[src/rtl/dshift_seq.sv]
// dshift_seq: command-driven sequencer for a bank of delay-shift lanes.
// Accepts one shift command (op/len/base/lk0), streams source reads, drives
// per-lane dir/lk0/din_sel, flushes the lanes and pulses done at the end.
// Optional feature macro: DSHIFT_SEQ_SKEW_EN. When it is defined, lane k is
// delayed k cycles for systolic injection. When it is undefined, all lanes
// share the lane-0 drive and DRAIN lasts one cycle.
module dshift_seq #(
    parameter int DEPTH  = 4,
    parameter int N_LANE = 4,
    parameter int LEN_W  = 8,
    parameter int ADDR_W = 10
) (
    input  logic                  clk,
    input  logic                  sys_rst,
    input  logic                  cmd_valid,
    output logic                  cmd_ready,
    input  logic [1:0]            cmd_op,
    input  logic                  cmd_lk0,
    input  logic [LEN_W-1:0]      cmd_len,
    input  logic [ADDR_W-1:0]     cmd_base,
    output logic                  rd_en,
    output logic [ADDR_W-1:0]     rd_addr,
    output logic [2*N_LANE-1:0]   dir_o,
    output logic [N_LANE-1:0]     lk0_o,
    output logic [N_LANE-1:0]     din_sel_o,
    output logic                  busy,
    output logic                  done
);

    typedef enum logic [1:0] {
        IDLE   = 2'd0,
        STREAM = 2'd1,
        FLUSH  = 2'd2,
        DRAIN  = 2'd3
    } state_e;

    localparam logic [1:0] OP_CLR = 2'b00;
    localparam logic [1:0] OP_NEW = 2'b11;

`ifdef DSHIFT_SEQ_SKEW_EN
    localparam int N_EFF = N_LANE;
`else
    localparam int N_EFF = 1;
`endif

    localparam int FLUSH_W = (DEPTH > 1) ? $clog2(DEPTH) : 1;
    localparam int DRAIN_W = (N_EFF > 1) ? $clog2(N_EFF) : 1;
    localparam logic [FLUSH_W-1:0] FLUSH_LAST = FLUSH_W'(DEPTH - 1);
    localparam logic [DRAIN_W-1:0] DRAIN_LAST = DRAIN_W'(N_EFF - 1);

    state_e               state_q, state_d;
    logic [LEN_W-1:0]     cnt_q, cnt_d;
    logic [FLUSH_W-1:0]   flush_q, flush_d;
    logic [DRAIN_W-1:0]   drain_q, drain_d;
    logic [1:0]           op_q, op_d;
    logic [LEN_W-1:0]     len_q, len_d;
    logic                 lk0_q, lk0_d;
    logic [ADDR_W-1:0]    rd_addr_q, rd_addr_d;
    logic                 rd_en_q;
    logic                 busy_q;
    logic                 done_q, done_d;
    logic                 accept;

    // Lane-0 drive for the next cycle, derived from the current state so
    // that lane 0 sees the data one cycle after its read strobe.
    logic [1:0]           ln_dir_d;
    logic                 ln_lk0_d;
    logic                 ln_sel_d;

    // A command is only taken in IDLE and never while reset is asserted.
    assign cmd_ready = sys_rst && (state_q == IDLE);
    assign accept    = cmd_valid && cmd_ready;

    // Next-state, counters and command latch selection.
    always_comb begin
        state_d   = state_q;
        cnt_d     = cnt_q;
        flush_d   = flush_q;
        drain_d   = drain_q;
        op_d      = op_q;
        len_d     = len_q;
        lk0_d     = lk0_q;
        rd_addr_d = rd_addr_q;
        done_d    = 1'b0;
        unique case (state_q)
            IDLE: begin
                if (accept) begin
                    op_d  = cmd_op;
                    len_d = cmd_len;
                    lk0_d = cmd_lk0;
                    // Nothing to stream: complete at once and stay idle.
                    if ((cmd_op == OP_CLR) || (cmd_len == '0)) begin
                        done_d = 1'b1;
                    end else begin
                        state_d   = STREAM;
                        cnt_d     = '0;
                        rd_addr_d = cmd_base;
                    end
                end
            end
            STREAM: begin
                if (cnt_q == len_q - LEN_W'(1)) begin
                    if (op_q == OP_NEW) begin
                        state_d = DRAIN;
                        drain_d = '0;
                    end else begin
                        state_d = FLUSH;
                        flush_d = '0;
                    end
                end else begin
                    cnt_d     = cnt_q + LEN_W'(1);
                    rd_addr_d = rd_addr_q + ADDR_W'(1);
                end
            end
            FLUSH: begin
                if (flush_q == FLUSH_LAST) begin
                    state_d = DRAIN;
                    drain_d = '0;
                end else begin
                    flush_d = flush_q + FLUSH_W'(1);
                end
            end
            DRAIN: begin
                if (drain_q == DRAIN_LAST) begin
                    state_d = IDLE;
                    done_d  = 1'b1;
                end else begin
                    drain_d = drain_q + DRAIN_W'(1);
                end
            end
            default: state_d = IDLE;
        endcase
    end

    // Lane-0 drive: streaming feeds source data, flushing pushes zeros with
    // the same direction, everything else clears the lanes.
    always_comb begin
        ln_dir_d = 2'b00;
        ln_lk0_d = 1'b0;
        ln_sel_d = 1'b0;
        if (state_q == STREAM) begin
            ln_dir_d = op_q;
            ln_sel_d = 1'b1;
            ln_lk0_d = (op_q == OP_NEW) ? lk0_q : 1'b0;
        end else if (state_q == FLUSH) begin
            ln_dir_d = op_q;
        end
    end

    // Control state and registered handshake/read outputs.
    always_ff @(posedge clk) begin
        if (!sys_rst) begin
            state_q   <= IDLE;
            cnt_q     <= '0;
            flush_q   <= '0;
            drain_q   <= '0;
            rd_addr_q <= '0;
            rd_en_q   <= 1'b0;
            busy_q    <= 1'b0;
            done_q    <= 1'b0;
        end else begin
            state_q   <= state_d;
            cnt_q     <= cnt_d;
            flush_q   <= flush_d;
            drain_q   <= drain_d;
            rd_addr_q <= rd_addr_d;
            rd_en_q   <= (state_d == STREAM);
            busy_q    <= (state_d != IDLE);
            done_q    <= done_d;
        end
    end

    // Latched command fields; only meaningful while a command is active.
    always_ff @(posedge clk) begin
        op_q  <= op_d;
        len_q <= len_d;
        lk0_q <= lk0_d;
    end

    assign rd_en   = rd_en_q;
    assign rd_addr = rd_addr_q;
    assign busy    = busy_q;
    assign done    = done_q;

`ifdef DSHIFT_SEQ_SKEW_EN
    logic [1:0] dir_q [N_LANE];
    logic       lkl_q [N_LANE];
    logic       sel_q [N_LANE];

    // Skew chain: lane k repeats lane k-1 one cycle later.
    always_ff @(posedge clk) begin
        if (!sys_rst) begin
            for (int k = 0; k < N_LANE; k++) begin
                dir_q[k] <= 2'b00;
                lkl_q[k] <= 1'b0;
                sel_q[k] <= 1'b0;
            end
        end else begin
            dir_q[0] <= ln_dir_d;
            lkl_q[0] <= ln_lk0_d;
            sel_q[0] <= ln_sel_d;
            for (int k = 1; k < N_LANE; k++) begin
                dir_q[k] <= dir_q[k-1];
                lkl_q[k] <= lkl_q[k-1];
                sel_q[k] <= sel_q[k-1];
            end
        end
    end

    for (genvar k = 0; k < N_LANE; k++) begin : g_lane
        assign dir_o[2*k +: 2] = dir_q[k];
        assign lk0_o[k]        = lkl_q[k];
        assign din_sel_o[k]    = sel_q[k];
    end
`else
    logic [1:0] dir_q;
    logic       lkl_q;
    logic       sel_q;

    // Single lane-0 register broadcast to every lane.
    always_ff @(posedge clk) begin
        if (!sys_rst) begin
            dir_q <= 2'b00;
            lkl_q <= 1'b0;
            sel_q <= 1'b0;
        end else begin
            dir_q <= ln_dir_d;
            lkl_q <= ln_lk0_d;
            sel_q <= ln_sel_d;
        end
    end

    assign dir_o     = {N_LANE{dir_q}};
    assign lk0_o     = {N_LANE{lkl_q}};
    assign din_sel_o = {N_LANE{sel_q}};
`endif

endmodule

[config.mk]
export PLATFORM = sky130hd
export DESIGN_NAME = dshift_seq
export DESIGN_NICKNAME = d
export VERILOG_FILES = /design/src/rtl/dshift_seq.sv
export SDC_FILE = /design/constraint.sdc
export NUM_CORES = 1
export LEC_CHECK = 0
export CAP_MARGIN = 10
export CORE_MARGIN = 8
export CORE_UTILIZATION = 54
export CTS_CLUSTER_SIZE = 14
export DETAILED_ROUTE_END_ITERATION = 7
export PLACE_DENSITY = 0.94
export SLEW_MARGIN = 5
export SYNTH_ARGS = -nofsm -noshare
export SYNTH_HDL_FRONTEND = slang
export SYNTH_SLANG_ARGS = --single-unit
[constraint.sdc]
create_clock -name clk -period 4.3 [get_ports clk]
set_clock_uncertainty 0.2 [all_clocks]
set_input_delay 0.43 -clock clk [delete_from_list [all_inputs] [get_ports clk]]
set_output_delay 0.43 -clock clk [all_outputs]
set_load 0.01 [all_outputs]
==> qor.csv, run 1 <==
metric,value,unit
synth_nets,299,
gp_congestion,0.870,
cts_resized,0,
die_w,81.9,um
crit_fanout,21,
rows,24,
cp-start-kind,flop,
cts_setup_buffers,0,
core-area,4260,um2
dieArea,6710,um2
root_buffer,clkbuf_8,
start_util,55.0,%
syn_area_per_cell,8.79,um2
cts_tree,done,
fin_area,2870,um2
rsz0062_at_grt,no,
ys_async_sr_fraction,0,%
io_pins,54,
routedWlPerCell,16.8,um
synth_seq_cells,40,
crit_buf_inv,1,
hold_class,reg2reg,
clk_latency,300,ps
first_pass_iters,4,
drive_gt1_share,6.27,%
final.setup.tns,0,ps
overflow,0,
whs_path_depth,1,
ff_latch_area,911,um2
placed_area,2790,um2
r2r_cells,6,
syn_to_final_growth,22.3,%
path_class,reg2reg,
drtIter0Drc,168,
max-cap-violations,0,
ir_worst_vdd,0.000330,V
dp_hpwl,4480,um
cts_hold_buf,0,
fin_util,67.3,%
seq_area_frac_synth,38.8,%
setup.worst_path.end_class,flop,
grt_util_all_layers,18.9,%
grt_use_met1,20.6,%
gr-usage-met2,33.6,%
cp.required,4280,ps
fin_nets,334,
finalPower,1.08,mW
port_buffers,53,
synthCells,267,
die_h,81.9,um
h-tree-depth,2,
fin_cells,355,
n_fill_cell,344,
power.leakage,1.10,nW
use_met3,5.25,%
arrival,3020,ps
crit_family,compound AO/OA/AOI/OAI gates,
detail-route-antenna-nets,0,
cpMaxStageDelayCell,ha_1,
busiest_layer,met2,
path_cells,ha_1 > inv_1 > o21ai_1 > o21ai_0 > o211ai_1 > o31ai_1,
period_minus_slack,3040,ps
clock.fmax,0.329,GHz
synthFlopType,dfxtp_1,
cp.depth,6,
numCtsBuffers,5,
setup_viol_count_final,0,
drv_slew,0,
drc,0,
tightestPinTransition,1090,ps
timing.slew.headroom,27.5,%
syn_area,2350,um2
grt_pass1_vias,2150,
cp_slowest_stage_delay,680,ps
synth_warnings,0,
multi_input_comb_area,1240,um2
cts.sinks,40,
yosys.cell_types.count,57,
outcome,"finished, final reports clean",
vias_per_cell,5.94,
drt-total-wl,5970,um
power_density,376,nW/um2
grt_pass1_wl,9940,um
grt_max_degree,25,
hold_viol,0,
clk_pin_slew_worst_paths,80,ps
clock_path_buffers,2,
finalCritPeriodShare,70.7,%
dp_cells,347,
antenna_found_initial,0,
synth-edff-count,11,
num_vias,2110,
insertedDiodeCount,0,
-- cells in the final DEF (no fill, tap or decap), types with 2 or more instances in the layout --
master,n
a21oi_1,14
a22o_1,3
a22oi_1,2
a31o_2,4
a31oi_1,3
and2_1,2
and3_1,9
and4_1,2
clkbuf_8,5
clkdlybuf4s50_1,53
clkinv_1,3
dfxtp_1,29
edfxtp_1,11
ha_1,8
inv_1,8
mux2i_1,7
nand2_1,34
nand2b_1,2
nand3_1,5
nand4_1,5
nor2_1,20
nor2b_1,3
nor3_1,6
nor4_1,3
nor4b_1,2
o211a_1,2
o211ai_1,4
o21ai_0,10
o21ai_1,2
o311ai_0,3
o31ai_1,5
or2_2,2
xnor2_1,4
xor2_1,6
-- cells in the mapped netlist (all sizes together), types with 6 or more instances --
cell type	n	area, um2
mux2i	7	70.1
inv	8	30.0
buf	17	125
nand2	34	128
ha	8	100
a21oi	15	78.8
o21ai	13	68.8
nor2	21	81.3
clkbuf	9	33.8
and3	9	56.3
dfxtp	29	581
nor3	6	30.0
edfxtp	11	330
xor2	6	52.6
-- final cells by class --
| class | count | area share [%] |
|---|---|---|
| tap | 52 | 2.27 |
| multi-input combinational | 192 | 43.3 |
| timing repair buffer | 54 | 18.7 |
| inverter | 9 | 1.18 |
| clock inverter | 2 | 0.261 |
| clock buffer | 6 | 2.53 |
| sequential | 40 | 31.7 |
-- final timing paths --
check	from	end	slack, ps
setup / recovery	state_q[0]	rd_addr[2]	1260
setup reg to reg	state_q[0]	rd_addr[2]	1260
hold / removal	lk0_q	lkl_q	290
hold reg to reg	lk0_q	lkl_q	290
-- flip-flops by register name, summed over array words and instances, names as in the netlist, 2 cells and up --
register and cells:
flush_q 2, len_q 8, state_q 2, rd_addr 10, dir_q 2, op_q 2, cnt_q 8
-- power breakdown --
group / switching, mW / total (mW) / internal, mW
logic: 0.200 / 0.367 / 0.167
registers: 0.0422 / 0.473 / 0.431
clock network: 0.129 / 0.239 / 0.111
-- kinds of logic (layout without fill, tap and decap cells) --
group	after synthesis	after routing	share of synthesized area (%)
flops	40	40	38.8
mux	8	8	3.46
fa+ha+maj	8	8	4.26
xor+xnor	10	10	3.73
compound gates	67	67	20.4
buf+inv	35	71	8.21
simple gates	99	99	21.2
-- stage by stage --
stage | hold slack (ps) | setup slack, ps
floorplan | 243 | 1840
global placement | 274 | 1170
detailed placement | 275 | 1000
CTS | 286 | 1310
global route | 309 | 1010
finish | 285 | 1260
-- per-layer routing --
metal / part of all wire, % / up-vias
li1: - / 1038
met1: 40 / 1009
met2: 54 / 53
met3: 4.1 / 10
met4: 1.9 / 0
met5: 0 / -
Power figures use the tool's default switching activity.
==> inputs of run 2 (changes only) <==
CORE_UTILIZATION = 50   (was 54)
PLACE_DENSITY = 0.89   (was 0.94)
clock period = 2.95 ns   (was 4.3 ns; I/O delays follow)
==> run 2 against run 1 <==
- design area is 1.9% higher
- fmax is 9.6% higher
- combinational power is 50% higher
- sequential power is 46% higher
- via count is 2.6% higher
- flip-flop and latch count stayed put
- clock-buffer cell count is 1 higher
- critical path type unchanged
- largest cell class unchanged
==> qor.csv, run 2 (synthesis gave the netlist of run 1 again) <==
metric,value,unit,change
layout_common_cells,"53 x clkdlybuf4s50_1, 34 x nand2_1, 29 x dfxtp_1, 20 x nor2_1, 14 x a21oi_1",,
timing.slew.headroom,61.0,%,+33 points
setup_viol_count_final,0,,unchanged
period_minus_slack,2770,ps,-267 ps
drc,0,,unchanged
h-tree-depth,2,,unchanged
dp_cells,355,,+2.3%
fin_nets,340,,+1.8%
io_pins,54,,unchanged
final.setup.tns,0,ps,unchanged
r2r_cells,9,,+3
drv_slew,0,,unchanged
num_vias,2164,,+2.6%
ir_worst_vdd,0.000404,V,+22%
overflow,0,,unchanged
fin_cells,363,,+2.3%
grt_util_all_layers,15.9,%,-3.0 points
root_buffer,clkbuf_8,,
drt-total-wl,5740,um,-4.0%
hold_viol,0,,unchanged
cts.sinks,40,,unchanged
placed_area,2840,um2,+1.7%
outcome,"finished, final reports clean",,
grt_max_degree,21,,-16%
hold_ws,266,ps,-19.5 ps
numCtsBuffers,5,,unchanged
clock.fmax,0.361,GHz,+9.6%
r2r_setup_slack,180,ps,-1080 ps
clock_path_buffers,2,,unchanged
crit_fanout,13,,-38%
rsz0062_at_grt,no,,
tightestPinTransition,578,ps,-509 ps
cp.required,2940,ps,-1340 ps
crit_start,len_q[0],,
arrival,2760,ps,-260 ps
dieArea,7140,um2,+6.4%
setup.worst_path.end_class,flop,,
core-area,4630,um2,+8.6%
rows,25,,+4.2%
die_h,84.5,um,+3.2%
start_util,50.7,%,-4.3 points
power_density,541,nW/um2,+44%
grt_pass1_vias,2042,,-5.0%
cts_tree,done,,
hold_class,reg2reg,,
cp-start-kind,flop,,
gp_congestion,0.817,,-6.2%
reg2reg_to,cnt_q[2],,
insertedDiodeCount,0,,unchanged
cts_setup_buffers,0,,unchanged
final_common_cell,clkdlybuf4s50_1,,
path_class,reg2reg,,
clk_latency,290,ps,about the same
power.leakage,1.13,nW,+2.6%
rr_startpoint,len_q[0],,
clk_pin_slew_worst_paths,70,ps,about the same
drtIter0Drc,113,,-33%
syn_to_final_growth,24.6,%,
max-cap-violations,0,,unchanged
finalPower,1.58,mW,+47%
detail-route-antenna-nets,0,,unchanged
first_pass_iters,4,,unchanged
critPathCapture,cnt_q[2],,
largest_reg_flops,10,,unchanged
grt_pass1_wl,9360,um,-5.9%
port_buffers,53,,unchanged
drive_gt1_share,8.41,%,+2.1 points
routedWlPerCell,15.8,um,-6.1%
dp_hpwl,4420,um,-1.3%
vias_per_cell,5.96,,+0.30%
antenna_found_initial,0,,unchanged
finalCritPeriodShare,94.0,%,+23 points
die_w,84.5,um,+3.2%
fin_area,2930,um2,+1.9%
[run 2: worst max-delay path, stage by stage, from the launching register on]
cell and delay, ps:
edfxtp_1 470, inv_1 90, ha_1 330, nand2_1 90, mux2i_1 150, a21oi_1 100, a211oi_2 390, o211a_1 470
nor2_2 130, a31o_2 250
[run 2: what timing repair did]
action / CTS / global route
hold buffers: 0 / 0
endpoints found under the setup margin: 0 / 1
gates resized for setup: 0 / 1
[run 2: layer usage]
metal / wire (um) / vias up / GRT usage [%]
li1: - / 1048 / -
met2: 2970 / 62 / 28.1
met1: 2360 / 1040 / 17.8
met5: 0 / - / 0
met3: 288 / 14 / 4.00
met4: 125 / 0 / 6.15
[run 2: power breakdown]
group          leakage [nW]  switching [mW]  internal, mW
sequential            0.338          0.0613         0.629
clock                0.0399           0.176         0.165
combinational         0.750           0.287         0.263
total                  1.13           0.525          1.06
[run 2: area by class of cell]
class,count,area [um2]
tap,54,67.6
multi-input combinational,192,1250
sequential,40,911
inverter,9,33.8
timing repair buffer,60,583
fill,389,1700
clock inverter,1,3.75
clock buffer,7,76.3
[run 2: how the worst min path moves through the flow]
stage | start | to | slack, ps | cells past startpoint
global route | lk0_q | lkl_q | 280 | 1
detailed placement | lk0_q | lkl_q | 250 | 1
CTS | lk0_q | lkl_q | 270 | 1
global placement | lk0_q | lkl_q | 250 | 1
finish | lk0_q | lkl_q | 270 | 1
floorplan | cmd_len[0] | len_q[0] | 190 | 0
[run 2: metrics by stage]
step | util (%) | setup slack (ps)
2_1_floorplan | - | 495
3_3_place_gp | 61.3 | 348
3_5_place_dp | 61.3 | 207
4_1_cts | 63.1 | 191
5_1_grt | 63.2 | 8.10
6_report | 63.2 | 177
